[config.mk]
export PLATFORM = sky130hd
export DESIGN_NAME = ddr_burst_arbiter
export DESIGN_NICKNAME = d
export VERILOG_FILES = /design/src/rtl/ddr_burst_arbiter.sv
export SDC_FILE = /design/constraint.sdc
export NUM_CORES = 1
export LEC_CHECK = 0
export CORE_AREA = 2 2 363 365
export CTS_BUF_LIST = sky130_fd_sc_hd__clkbuf_4 sky130_fd_sc_hd__clkbuf_8
export CTS_CLUSTER_DIAMETER = 80
export DETAILED_ROUTE_END_ITERATION = 7
export DIE_AREA = 0 0 365 367
export SETUP_SLACK_MARGIN = 0.15
export SLEW_MARGIN = 30
export SYNTH_ARGS = -nofsm -noshare
export SYNTH_HDL_FRONTEND = slang
export SYNTH_SLANG_ARGS = --single-unit
[constraint.sdc]
create_clock -name clk -period 1.9 [get_ports clk]
set_clock_uncertainty 0.05 [all_clocks]
set_input_delay 0.19 -clock clk [delete_from_list [all_inputs] [get_ports clk]]
set_output_delay 0.19 -clock clk [all_outputs]
set_load 0.01 [all_outputs]
[src/rtl/ddr_burst_arbiter.sv]
// rtl/ddr_burst_arbiter.sv - two-port round-robin arbiter in front of the DDR burst controller
//
// Shares one burst read/write interface between port 0 (icache) and port 1 (dcache).
// Exactly one burst is in flight at a time; the winner's address and length are latched
// into the downstream registers and beat strobes are routed to the granted port only.
//
// Ports:
//   clk, rst                       clock and synchronous active-high reset
//   pN_rd_req / pN_wr_req          client burst requests, held until pN_done
//   pN_len, pN_addr                client burst length (beats) and start address
//   pN_wr_data / pN_wr_data_req    client write beat and its consume strobe
//   pN_rd_data / pN_rd_valid       read beat (broadcast) and per-port valid
//   pN_grant, pN_done              ownership flag and one-cycle completion pulse
//   rd_burst_* / wr_burst_*        downstream burst controller interface
//   len_err                        sticky beat-count mismatch flag
module ddr_burst_arbiter #(
  parameter int DDR_DATA_WIDTH = 128,
  parameter int DDR_ADDR_WIDTH = 28
) (
  input  logic                      clk,
  input  logic                      rst,
  input  logic                      p0_rd_req,
  input  logic                      p0_wr_req,
  input  logic [9:0]                p0_len,
  input  logic [DDR_ADDR_WIDTH-1:0] p0_addr,
  input  logic [DDR_DATA_WIDTH-1:0] p0_wr_data,
  output logic                      p0_wr_data_req,
  output logic [DDR_DATA_WIDTH-1:0] p0_rd_data,
  output logic                      p0_rd_valid,
  output logic                      p0_grant,
  output logic                      p0_done,
  input  logic                      p1_rd_req,
  input  logic                      p1_wr_req,
  input  logic [9:0]                p1_len,
  input  logic [DDR_ADDR_WIDTH-1:0] p1_addr,
  input  logic [DDR_DATA_WIDTH-1:0] p1_wr_data,
  output logic                      p1_wr_data_req,
  output logic [DDR_DATA_WIDTH-1:0] p1_rd_data,
  output logic                      p1_rd_valid,
  output logic                      p1_grant,
  output logic                      p1_done,
  output logic                      rd_burst_req,
  output logic                      wr_burst_req,
  output logic [9:0]                rd_burst_len,
  output logic [9:0]                wr_burst_len,
  output logic [DDR_ADDR_WIDTH-1:0] rd_burst_addr,
  output logic [DDR_ADDR_WIDTH-1:0] wr_burst_addr,
  output logic [DDR_DATA_WIDTH-1:0] wr_burst_data,
  input  logic                      wr_burst_data_req,
  input  logic                      rd_burst_data_valid,
  input  logic [DDR_DATA_WIDTH-1:0] rd_burst_data,
  input  logic                      rd_burst_finish,
  input  logic                      wr_burst_finish,
  output logic                      len_err
);

  typedef enum logic [1:0] {IDLE, RD_BUSY, WR_BUSY, DONE} state_t;

  state_t                    state, state_nx;
  logic                      ptr;     // last-granted port
  logic                      cur;     // port steering the data muxes; 0 out of reset
  logic [1:0]                grant;
  logic [9:0]                beats, beats_nx;
  logic                      cand0, cand1, any_req, win, win_rd;
  logic [9:0]                win_len;
  logic [DDR_ADDR_WIDTH-1:0] win_addr;
  logic                      do_grant, rd_beat, wr_beat, rd_fin, wr_fin;

  assign cand0    = p0_rd_req | p0_wr_req;
  assign cand1    = p1_rd_req | p1_wr_req;
  assign any_req  = cand0 | cand1;
  // On a tie the port that was not granted last wins.
  assign win      = (cand0 & cand1) ? ~ptr : cand1;
  // Read takes precedence when a port asks for both; the write stays pending.
  assign win_rd   = win ? p1_rd_req : p0_rd_req;
  assign win_len  = win ? p1_len : p0_len;
  assign win_addr = win ? p1_addr : p0_addr;

  assign do_grant = (state == IDLE) & any_req;
  assign rd_beat  = (state == RD_BUSY) & rd_burst_data_valid;
  assign wr_beat  = (state == WR_BUSY) & wr_burst_data_req;
  assign rd_fin   = (state == RD_BUSY) & rd_burst_finish;
  assign wr_fin   = (state == WR_BUSY) & wr_burst_finish;

  // Includes a beat arriving together with the finish strobe; saturates at 1023.
  assign beats_nx = ((rd_beat | wr_beat) && beats != 10'h3ff) ? beats + 10'd1 : beats;

  always_ff @(posedge clk) begin
    if (rst) state <= IDLE;
    else     state <= state_nx;
  end

  always_comb begin
    state_nx = state;
    case (state)
      IDLE:    if (any_req) state_nx = (win_len == 10'd0) ? DONE : (win_rd ? RD_BUSY : WR_BUSY);
      RD_BUSY: if (rd_burst_finish) state_nx = DONE;
      WR_BUSY: if (wr_burst_finish) state_nx = DONE;
      DONE:    state_nx = IDLE;
      default: state_nx = IDLE;
    endcase
  end

  always_ff @(posedge clk) begin
    if (rst) begin
      ptr           <= 1'b1;
      cur           <= 1'b0;
      grant         <= 2'b00;
      beats         <= 10'd0;
      rd_burst_req  <= 1'b0;
      wr_burst_req  <= 1'b0;
      rd_burst_len  <= 10'd0;
      wr_burst_len  <= 10'd0;
      rd_burst_addr <= '0;
      wr_burst_addr <= '0;
      len_err       <= 1'b0;
    end else begin
      if (do_grant) begin
        ptr           <= win;
        cur           <= win;
        grant         <= win ? 2'b10 : 2'b01;
        beats         <= 10'd0;
        rd_burst_len  <= win_len;
        wr_burst_len  <= win_len;
        rd_burst_addr <= win_addr;
        wr_burst_addr <= win_addr;
        // Zero-length bursts never reach the controller.
        if (win_len != 10'd0) begin
          rd_burst_req <= win_rd;
          wr_burst_req <= ~win_rd;
        end
      end else begin
        beats <= beats_nx;
      end
      if (rd_fin) rd_burst_req <= 1'b0;
      if (wr_fin) wr_burst_req <= 1'b0;
      if ((rd_fin | wr_fin) && beats_nx != rd_burst_len) len_err <= 1'b1;
      if (state == DONE) grant <= 2'b00;
    end
  end

  assign p0_grant       = grant[0];
  assign p1_grant       = grant[1];
  assign p0_done        = (state == DONE) & grant[0];
  assign p1_done        = (state == DONE) & grant[1];
  assign p0_rd_data     = rd_burst_data;
  assign p1_rd_data     = rd_burst_data;
  assign p0_rd_valid    = rd_beat & ~cur;
  assign p1_rd_valid    = rd_beat & cur;
  assign p0_wr_data_req = wr_beat & ~cur;
  assign p1_wr_data_req = wr_beat & cur;
  assign wr_burst_data  = cur ? p1_wr_data : p0_wr_data;

endmodule
; ---- Word-level counts from Yosys, hierarchy flattened
; Cells that the tools add are included.
[word_totals]
romBits = 0
n_memories = 0
ram_bits = 0
latchBits = 0
wordCells = 63
output_inout_bits = 471
ff_bits = 57
[op_classes]
n_eq_ne = 8
shift = 0
n_div = 0
multipliers = 0
n_reduce_logical = 11
n_bitwise = 20
magnitude_cmp = 0
n_addsub = 1
mux = 13
[ops]
columns = op, n
row1 = two-way mux 128 bit, 1
row2 = two-way mux 28 bit, 1
row3 = two-way mux 10 bit, 2
row4 = AND 1 bit, 12
row5 = two-way mux 2 bit, 6
row6 = "adder 10 x 1 -> 10 bit, second input constant", 1
row7 = zero test 10 bit, 1
row8 = inequality test 10 bit, 1
row9 = "inequality test 10 bit, second input constant", 1
row10 = nonzero test 10 bit, 1
row11 = one-hot mux 2 bit (4 select lines), 1
row12 = OR reduction 2 bit, 4
row13 = "inequality test 2 bit, second input constant", 3
row14 = bitwise OR 1 bit, 5
row15 = "equality test 2 bit, second input constant", 2
row16 = inverter 1 bit, 3
row17 = AND reduction 3 bit, 1
row18 = "equality test 2 x 1 -> 1 bit, second input constant", 1
row19 = logical AND 1 bit, 2
row20 = zero test 2 bit, 1
row21 = two-way mux 1 bit, 2
row22 = AND reduction 2 bit, 1

; ---- Longest topological paths before layout
; Gate-level depths: netlist of the first run.
[depth]
word_depth = 8
depth_mapped = 8

; ---- Worst setup path after synthesis of the first run
; Ideal clock, no wire load.
[synth_timing]
kind = register to register
from = register state[0]
to = register len_err
n_path_buf = 0
path_slack_ns = -0.218
arrival_time_ns = 1.948
setup_time_ns = 0.120
synth_period_minus_slack_ns = 2.118
required_time_ns = 1.730
stages_incl_launch_ff = 9
path_cell_list = dfxtp_1 > inv_1 > ha_1 > a22oi_4 > nor2_1 > and4b_1 > a2111oi_4 > nand4_1 > o31a_1
[synth_between]
elab_chain_len = 7
word_cells_on_any_way = 12
classes_between = eq/ne: 3 / mux: 1 / bitwise: 6 / reduce/logical: 2
[synth_lines]
columns = item, line_no
row1 = "start, declared", 59  ; state_t state, state_nx;
row2 = "start signal, assigned", 90  ; else state <= state_nx;
row3 = equality test 2 x 1 -> 1 bit or equality test 2 bit (tied branches), -
row4 = AND 1 bit (on tied branches), "80, 81"
row5 = bitwise OR 1 bit, 86  ; assign beats_nx = ((rd_beat | wr_beat) && beats != 10'h3ff) ? beats + 10'd1 : beats;
row6 = logical AND 1 bit, 86
row7 = two-way mux 10 bit, 86
row8 = inequality test 10 bit, 137  ; if ((rd_fin | wr_fin) && beats_nx != rd_burst_len) len_err <= 1'b1;
row9 = logical AND 1 bit (*), 137
row10 = "end signal, assigned", 116  ; len_err <= 1'b0;
row11 = "end signal, assigned", 137
row12 = "end, declared", 54  ; output logic len_err
; Mark *: on every way between the ends. The rest lies on a longest branch, timed or not.
; A chain may end at the register's enable or synchronous reset.

; ---- Worst setup path after layout of the first run
[layout_timing]
from = register state[1]
to = register len_err
; The elaborated chain is that of the path after synthesis.

==> results.ini, run 1 <==
[run_status]
status=complete, but fails checks
violations=setup timing

[finish]
drive_gt1_share_pct=44.8
seqCellArea_um2=1210
finalNetCount=1568
postLayoutCellArea_um2=14700
fillers=15000
instances_no_fill=2859
multi_input_area_um2=3650
areaGrowthSynthToFinish_pct=127

[sta]
worst_slack_ns=-0.230
period_share_pct=112
fmax_mhz=469
setup_viol=127
fin_crit_ns=2.13
hold_viol=0
slew-limit-headroom_pct=69.5
worstMarginPinSlew_ns=0.457
rsz0062_at_grt=yes
final_max_slew_viol_count=0
holdWs_ns=0.330

[synth]
ys_async_sr_fraction_pct=0
yosysSeqAreaShare_pct=17.6
yosys_warnings=0
ys.flop_type=dfxtp_1
synth_most_common_cell=buf_4
syn_area_um2=6470
syn_avg_cell_area_um2=8.78
synth_common_cells=buf_4, mux2_2, nor2_1
synth_seq_cells=57
synth_area_leaders=buf_4, mux2_2, dfxtp_1, a222oi_1, nor2_1
synth_edf_count=0
yosys.area.top_type=buf_4
syn_inst=737
synth_top_area_share_pct=34.1
syn-num-nets=1213
yosysUniqueCellTypes=51

[detailed_routing]
initialDrtViolationCount=355
vias=7081
totalWireLength_mm=78.0
viasPerCell=2.48
route.detailed.drc=0
postRouteAntennaNets=0
dr.pass1.iters=5
detail_route.wl_per_cell_um=27.3

[grt]
grt_start_max_net_pins=48
antenna_found_initial=16
grt_pass1_wl_mm=89.9
grt-ovfl-total=0
groute.usage.overall_pct=10.9
grt_pass1_vias=7275

[run]
maxCapViolCount=0

[place]
port-buffer-count=556
placed_cell_area_um2=12400
placed_cells=2768
gp_congestion=0.738
hpwl_mm=68.1

[setup_path]
worst-path-stages=9
critPathArrivalTime_ns=2.36
rr_worst_depth=9
critPathMaxStageDelay_ns=0.38
critPathBufInv=2
cpLargestDelayFamily=compound AO/OA/AOI/OAI gates
crit_path_max_fanout=5
r2r-start=state[1]
crit_type=reg2reg
critPathLaunchType=flip-flop
slowest_stage=dfxtp_4
required_ns=2.13
worst_path_most_repeated_cell=buf_6
crit_path_end_kind=flip-flop
crit_chain=buf_6, ha_4, a22oi_4, buf_6, or3_4, o22ai_2, xor2_1, o2111ai_1, o31a_1
worstReg2RegEnd=len_err
r2r_slack_ns=-0.23

[floorplanning]
start_util_pct=4.96
io_pins=941
dieWidth_um=365
rows=133
core_um2=130000
die_y_um=367
die-area_um2=134000

[clock_network]
path_clk_slew_ns=0.08
cts_hold_buf=0
numCtsBuffers=9
clkSinkCount=57
cts_tree=done
cts-root-buf=clkbuf_8
clock_latency_ns=0.38
cts.path.max_buffers=2
htreeDepth=3

[hold_path]
min_to=p0_rd_data[0]
min_from=rd_burst_data[0]
min_path_type=in2out
hold_depth=0

[power]
p_per_area_nw_per_um2=982
ir_drop_v=0.000499
p_leak_nw=5.23

==> flip-flops by register name (all words and copies together), names as in the netlist, 2 cells and up <==
register       flops
state              2
grant              2
wr_burst_len      10
beats             10
wr_burst_addr     28
==> worst reg2reg max path, stage by stage, from the launching register on <==
cell and delay (ns):
dfxtp_4 0.38, buf_6 0.10, ha_4 0.19, a22oi_4 0.11
buf_6 0.16, or3_4 0.36, o22ai_2 0.13, xor2_1 0.17
o2111ai_1 0.12, o31a_1 0.26
==> layout by cell type, fill, tap and decap left out, types with 3 or more instances in the layout <==
cell type and instances:
clkdlybuf4s50_1 412, buf_6 94, mux2_4 91, buf_4 72, nor2_1 52, buf_12 40, mux2_2 38, a222oi_1 28
buf_8 27, dfxtp_1 24, dfxtp_2 21, dfxtp_4 12, a211oi_2 11, clkbuf_8 9, mux2i_1 8, dlygate4sd2_1 8
diode_2 7, nand2_1 7, nor2_4 7, a21oi_1 7, clkbuf_16 7, nor3_1 6, xor2_1 6, buf_16 6
and2_4 5, nor4_1 5, xnor2_1 5, ha_4 5, mux2i_2 4, inv_1 4, nand3_1 3, nand4_1 3
a21oi_2 3, a31oi_1 3, clkinvlp_4 3, buf_2 3
==> metrics by stage <==
step                      utilization, %  setup TNS, ns  setup slack [ns]  total power, W
after CTS                           10.6         -23.62            -0.260          0.0135
final                               11.2         -17.03            -0.230          0.0144
after global routing                11.2         -25.87            -0.281          0.0152
after floorplan                        -        -0.0365           -0.0365         0.00560
after detailed placement            9.54         -15.64            -0.394          0.0107
after global placement              9.54         -12.94            -0.374          0.0106
==> where the power goes <==
| group | leakage [nW] | switching, W | internal, W |
|---|---|---|---|
| sequential | 0.485 | 0.000784 | 0.00161 |
| clock | 0.0913 | 0.000608 | 0.000601 |
| combinational | 4.66 | 0.00506 | 0.00574 |
==> logic make-up after synthesis <==
family / count (synthesis) / synth area share [%]
fa+ha+maj: 6 / 1.16
xor+xnor: 12 / 1.62
simple gates: 110 / 8.16
flops: 57 / 17.6
compound gates: 75 / 10.2
buf+inv: 336 / 36.9
mux: 141 / 24.3
==> how the worst max path moves through the flow <==
| stage | startpoint | endpoint | slack [ns] |
|---|---|---|---|
| finish | state[1] | len_err | -0.23 |
| global route | state[1] | len_err | -0.28 |
| CTS | cur | wr_burst_data[45] | -0.26 |
| detailed placement | p1_wr_req | beats[6] | -0.39 |
| global placement | p1_wr_req | beats[6] | -0.37 |
| floorplan | state[1] | len_err | -0.04 |
==> cell type report <==
cell class	instances	area share, %
clock buffer	9	0.845
clock inverter	7	0.486
timing repair buffer	670	50.2
multi-input combinational	348	24.9
antenna	7	0.119
sequential	57	8.27
tap	1755	15.0
inverter	6	0.188
==> repair_timing <==
action / CTS / global route
setup buffers: 35 / 17
resized for setup: 418 / 110
pin swaps: 17 / 34
endpoints found under the setup margin: 247 / 181
cloned: 6 / 10
==> routing by layer <==
layer | vias up | global-route usage, % | part of all wire (%)
met1 | 3320 | 13.1 | 41
li1 | 3009 | - | -
met5 | - | 0 | 0.038
met3 | 107 | 4.31 | 9.9
met4 | 4 | 3.81 | 3.0
met2 | 641 | 17.3 | 46
No activity file was read; power rests on OpenSTA's default activity.
==> inputs of run 2 (changes only) <==
--- a/config.mk
+++ b/config.mk
@@ -6,7 +6,7 @@
 export NUM_CORES = 1
 export LEC_CHECK = 0
 export CORE_AREA = 2 2 363 365
-export CTS_BUF_LIST = sky130_fd_sc_hd__clkbuf_4 sky130_fd_sc_hd__clkbuf_8
+export CTS_BUF_LIST = sky130_fd_sc_hd__clkbuf_4 sky130_fd_sc_hd__clkbuf_8 sky130_fd_sc_hd__clkbuf_16
 export CTS_CLUSTER_DIAMETER = 80
 export DETAILED_ROUTE_END_ITERATION = 7
 export DIE_AREA = 0 0 365 367
==> results.ini, run 2 (synthesis gave the netlist of run 1 again) <==
[run_status]
status=complete, but fails checks  ; unchanged
violations=setup timing  ; unchanged

[finish]
largest_reg_flops=28  ; unchanged
most-common-layout-cells=clkdlybuf4s50_1, buf_6, mux2_4  ; unchanged
layout_commonest_cell=clkdlybuf4s50_1  ; unchanged
fillers=15000  ; about the same
finalNetCount=1568  ; unchanged
instances_no_fill=2857  ; was 2859
top_regs=wr_burst_addr (28), beats (10), wr_burst_len (10)  ; unchanged
drive_gt1_share_pct=42.8  ; was 44.8%
areaGrowthSynthToFinish_pct=126  ; was 127%
regMostFlops=wr_burst_addr  ; unchanged

[power]
power_w=0.0147  ; was 0.0144 W
p_per_area_nw_per_um2=1000  ; was 982 nW/µm²
p_leak_nw=5.30  ; was 5.23 nW
ir_drop_v=0.000723  ; was 0.000499 V

[place]
gp_congestion=0.738  ; unchanged
placed_cells=2768  ; unchanged
hpwl_mm=68.1  ; unchanged
port-buffer-count=556  ; unchanged

[sta]
fmax_mhz=485  ; was 469 MHz
hold_viol=0  ; unchanged
slew-limit-headroom_pct=67.3  ; was 69.5%
tns_ns=-10.62  ; was -17.03 ns
period_share_pct=109  ; was 112%
worst_slack_ns=-0.163  ; was -0.230 ns
setup_viol=123  ; was 127
fin_crit_ns=2.06  ; was 2.13 ns
worstMarginPinSlew_ns=0.492  ; was 0.457 ns
rsz0062_at_grt=yes  ; unchanged
final_max_slew_viol_count=0  ; unchanged

[floorplanning]
die_y_um=367  ; unchanged
start_util_pct=4.96  ; unchanged
dieWidth_um=365  ; unchanged
die-area_um2=134000  ; unchanged
core_um2=130000  ; unchanged
rows=133  ; unchanged
io_pins=941  ; unchanged

[grt]
grt_pass1_vias=7261  ; was 7275
antenna_found_initial=16  ; unchanged
grt_pass1_wl_mm=89.5  ; was 89.9 mm
groute.usage.overall_pct=10.8  ; was 10.9%
grt-ovfl-total=0  ; unchanged
grt_start_max_net_pins=48  ; unchanged

[clock_network]
numCtsBuffers=9  ; unchanged
cts_hold_buf=0  ; unchanged
cts_tree=done  ; unchanged
cts.path.max_buffers=2  ; unchanged
htreeDepth=3  ; unchanged
clock_latency_ns=0.35  ; was 0.38 ns
path_clk_slew_ns=0.06  ; was 0.08 ns
clkSinkCount=57  ; unchanged
cts-root-buf=clkbuf_16  ; was clkbuf_8

[setup_path]
rr_worst_depth=9  ; unchanged
required_ns=1.66  ; was 2.13 ns
crit_path_max_fanout=7  ; was 5
critPathArrivalTime_ns=1.82  ; was 2.36 ns
crit_path_end_kind=primary output  ; was flip-flop
crit_type=reg2out  ; was reg2reg
critPathLaunchType=flip-flop  ; unchanged

[detailed_routing]
viasPerCell=2.47  ; was 2.48
route.detailed.drc=0  ; unchanged
vias=7056  ; was 7081
initialDrtViolationCount=358  ; was 355
dr.pass1.iters=6  ; was 5
postRouteAntennaNets=0  ; unchanged
totalWireLength_mm=77.9  ; was 78.0 mm
detail_route.wl_per_cell_um=27.3  ; about the same

[hold_path]
min_path_type=in2out  ; unchanged
hold_depth=0  ; unchanged

[run]
maxCapViolCount=0  ; unchanged

## run 2: cell count changes in the layout (fill, tap and decap cells not counted), sizes merged
cell	delta
dlygate4sd2	-3
and2	-1
clkdlybuf4s50	-1
clkbuf	+1
dlymetal6s2s	+4
diode	-2
## run 2: layout make-up
| cell class | instances | area, µm² | share of cell area [%] |
|---|---|---|---|
| repair buffers | 671 | 7380 | 50.5 |
| multi-input cells | 347 | 3520 | 24.1 |
| well taps | 1755 | 2200 | 15.0 |
| flip-flops and latches | 57 | 1190 | 8.11 |
| clock buffers | 9 | 225 | 1.54 |
| clock inverters | 7 | 71.3 | 0.488 |
| inverters | 6 | 30.0 | 0.205 |
| diodes | 5 | 12.5 | 0.0856 |
## run 2: path summary, 6_finish.rpt
check	startpoint	end	slack, ns
setup / recovery	cur	wr_burst_data[32]	-0.16
hold / removal	rd_burst_data[0]	p0_rd_data[0]	0.33
setup reg to reg	state[0]	len_err	-0.16
hold reg to reg	wr_burst_len[5]	wr_burst_len[5]	0.50
## run 2: critical path, cell delays in order, from the launching register on
cell     delay (ns)
dfxtp_4        0.36
buf_12         0.15
buf_12         0.13
buf_16         0.15
buf_8          0.14
buf_6          0.11
mux2_4         0.29
buf_6          0.12
## run 2: what timing repair did
item | CTS | global route
pin swaps | 13 | 29
setup endpoints to repair | 240 | 186
setup buffers | 33 | 19
cloned | 6 | 10
resized for setup | 399 | 88
## run 2: power by group
| group | internal [W] | total (W) | leakage [nW] | switching (W) |
|---|---|---|---|---|
| Clock | 0.00101 | 0.00168 | 0.137 | 0.000666 |
| Sequential | 0.00158 | 0.00237 | 0.481 | 0.000782 |
| Combinational | 0.00566 | 0.0106 | 4.68 | 0.00498 |
## run 2: metal layers
metal,vias up,track usage (%),part of all wire [%]
met1,3306,13.1,42
li1,3011,-,-
met2,623,17.1,46
met5,-,0,0.039
met3,112,4.20,9.4
met4,4,4.00,3.3
## run 2: stage by stage
| stage | area, µm² | utilization, % | hold slack [ns] | worst slack, ns |
|---|---|---|---|---|
| after floorplan | 6530 | - | 0.236 | -0.0365 |
| after global placement | 12400 | 9.54 | 0.330 | -0.374 |
| after detailed placement | 12400 | 9.54 | 0.330 | -0.394 |
| after CTS | 13900 | 10.7 | 0.330 | -0.203 |
| after global routing | 14600 | 11.2 | 0.330 | -0.233 |
| final | 14600 | 11.2 | 0.330 | -0.163 |
==> variant (config.mk and constraints of run 1) <==
Set the parameter `DDR_ADDR_WIDTH` to 56 (it was 28).
--- a/src/rtl/ddr_burst_arbiter.sv
+++ b/src/rtl/ddr_burst_arbiter.sv
@@ -17,3 +17,3 @@
   parameter int DDR_DATA_WIDTH = 128,
-  parameter int DDR_ADDR_WIDTH = 28
+  parameter int DDR_ADDR_WIDTH = 56
 ) (
Ports: changed (resized p0_addr, p1_addr, rd_burst_addr and wr_burst_addr); port bits go from 941 to 1053. No check against the original RTL was run, so the function may have changed too.
==> variant against run 1 <==
  * The run still ends with negative setup slack left
  * Count of clock-buffer cells in the layout increased by 1
  * Non-clock buffer count up 214
  * Global-route usage rose by 4.2 points
  * Synthesized area increased by 21%
  * Combinational power rose by 47%
  * Design area increased by 26%
  * Power up 45%
  * Largest cell class unchanged
  * Cell count grew 12%
  * Sequential cell count is 28 higher
  * Maximum frequency is 4.5% lower
  * Worst setup slack worse by 0.10 ns
  * Worst hold slack got worse by 0.23 ns
  * Wire length rose by 37%
==> variant: results (changes against run 1) <==
- I/O Buffers: 668 (was 556)
- First-pass GRT wire length: 123000 um (was 89900 um)
- Worst-path clk slew: 0.13 ns (was 0.08 ns)
- Final HPWL DP: 89600 um (was 68100 um)
- Final WS setup: -0.331 ns (was -0.230 ns)
- Netlist cell types: 49 (was 51)
- DRT iter0 DRCs: 531 (was 355)
- Share of layout cells above drive strength 1: 45.9% (was 44.8%)
- Share of the yosys chip area belonging to registers: 21.8% (was 17.6%)
- DR vias/cell: 2.98 (was 2.48)
- Synth area leaders: buf_4 31%, dfxtp_1 22%, mux2_2 18% (was buf_4 34%, mux2_2 22%, dfxtp_1 18%)
- Syn nets: 1433 (was 1213)
- Status: complete, but fails checks (unchanged)
- Commonest cells post-synth: 323 x buf_4, 128 x mux2_2, 85 x dfxtp_1 (was 294 x buf_4, 129 x mux2_2, 58 x nor2_1)
- Clk_lat worst skew: 0.48 ns (was 0.38 ns)
- Regs by FF count: wr_burst_addr (56), beats (10), wr_burst_len (10) (was wr_burst_addr (28), beats (10), wr_burst_len (10))
- Hold Crit Class: in -> reg (was in -> out)
- Final setup fails: 200 (was 127)
- Peak VDD IR: 0.686 mV (was 0.499 mV)
- Relative slew margins: 66.1% (was 69.5%)
- Critical path arrival: 1.99 ns (was 2.36 ns)
- Number of global-route vias before repair: 9464 (was 7275)
- Largest net degree at the start of global routing: 43 (was 48)
- Fin nets: 1957 (was 1568)
- Failing checks: negative setup slack (unchanged)
## variant: cell count changes after synthesis, moves of 4 or more
cell	change
nand2_1	+37
buf_4	+29
dfxtp_1	+28
a22oi_1	+20
clkbuf_1	+18
o21ai_0	+12
a222oi_1	+8
and3_1	+4
buf_2	-4
## variant: kinds of logic (layout without fill, tap and decap cells)
logic type	count (synthesis)	after routing	synth area share, %
buffers and inverters	377	906	33.7
and+or+nand+nor	154	154	9.14
muxes	140	140	20.0
AOI/OAI and AO/OA	123	123	12.6
DFF	85	85	21.8
xor gates and xnor gates	16	16	1.80
adders and majority gates	6	6	0.962
other	0	18	0
## variant: area by class of cell
type / count / area [sq um]
Tap cell: 1755 / 2200
Timing Repair Buffer: 884 / 9720
Clock buffer: 10 / 138
Multi-Input combinational cell: 439 / 4430
Antenna cell: 18 / 45.0
Inverter: 6 / 27.5
Sequential cell: 85 / 1820
Clock inverter: 6 / 97.6
Fill cell: 14819 / 112000
## variant: repair_timing
| action | CTS | global route |
|---|---|---|
| cloned | 24 | 8 |
| pin swaps | 67 | 44 |
| setup endpoints to repair | 320 | 225 |
| resized for setup | 835 | 177 |
| hold buffers | 0 | 0 |
| buffers inserted | 56 | 26 |
## variant: critical path: cells and delay by family (launching register included)
kind,cells,cell delay [ns]
buffers and inverters,6,0.80
multiplexers,1,0.30
flip-flops,1,0.37
## variant: layer usage
metal	vias up	track usage, %	routed length [um]
met4	62	6.07	5830
met1	4354	14.9	35900
met2	902	25.1	49600
li1	3926	-	-
met5	-	0	656
met3	294	9.30	14800
## variant: path summary, 6_finish.rpt
path / start / to / slack, ns / cells past startpoint
max: cur / wr_burst_data[19] / -0.33 / 7
min: rst / state[1] / 0.1 / 2
min reg2reg: wr_burst_addr[19] / wr_burst_addr[19] / 0.43 / 2
max reg2reg: state[1] / len_err / -0.27 / 10
## variant: metrics by stage
stage / hold slack (ns) / std cells / instance area (sq um) / TNS (ns) / worst slack [ns]
after floorplan: 0.238 / 901 / 7930 / -0.150 / -0.150
after global placement: 0.330 / 3056 / 15000 / -24.06 / -0.512
after detailed placement: 0.330 / 3056 / 15000 / -26.66 / -0.434
after CTS: 0.0290 / 3152 / 17500 / -49.68 / -0.456
after global routing: 0.0648 / 3195 / 18400 / -54.09 / -0.422
final: 0.0993 / 3203 / 18500 / -36.84 / -0.331
## variant: power breakdown
part	total, mW	switching [mW]	internal, mW
combinational	15.9	7.48	8.46
clock	1.80	0.997	0.799
sequential	3.19	0.751	2.43
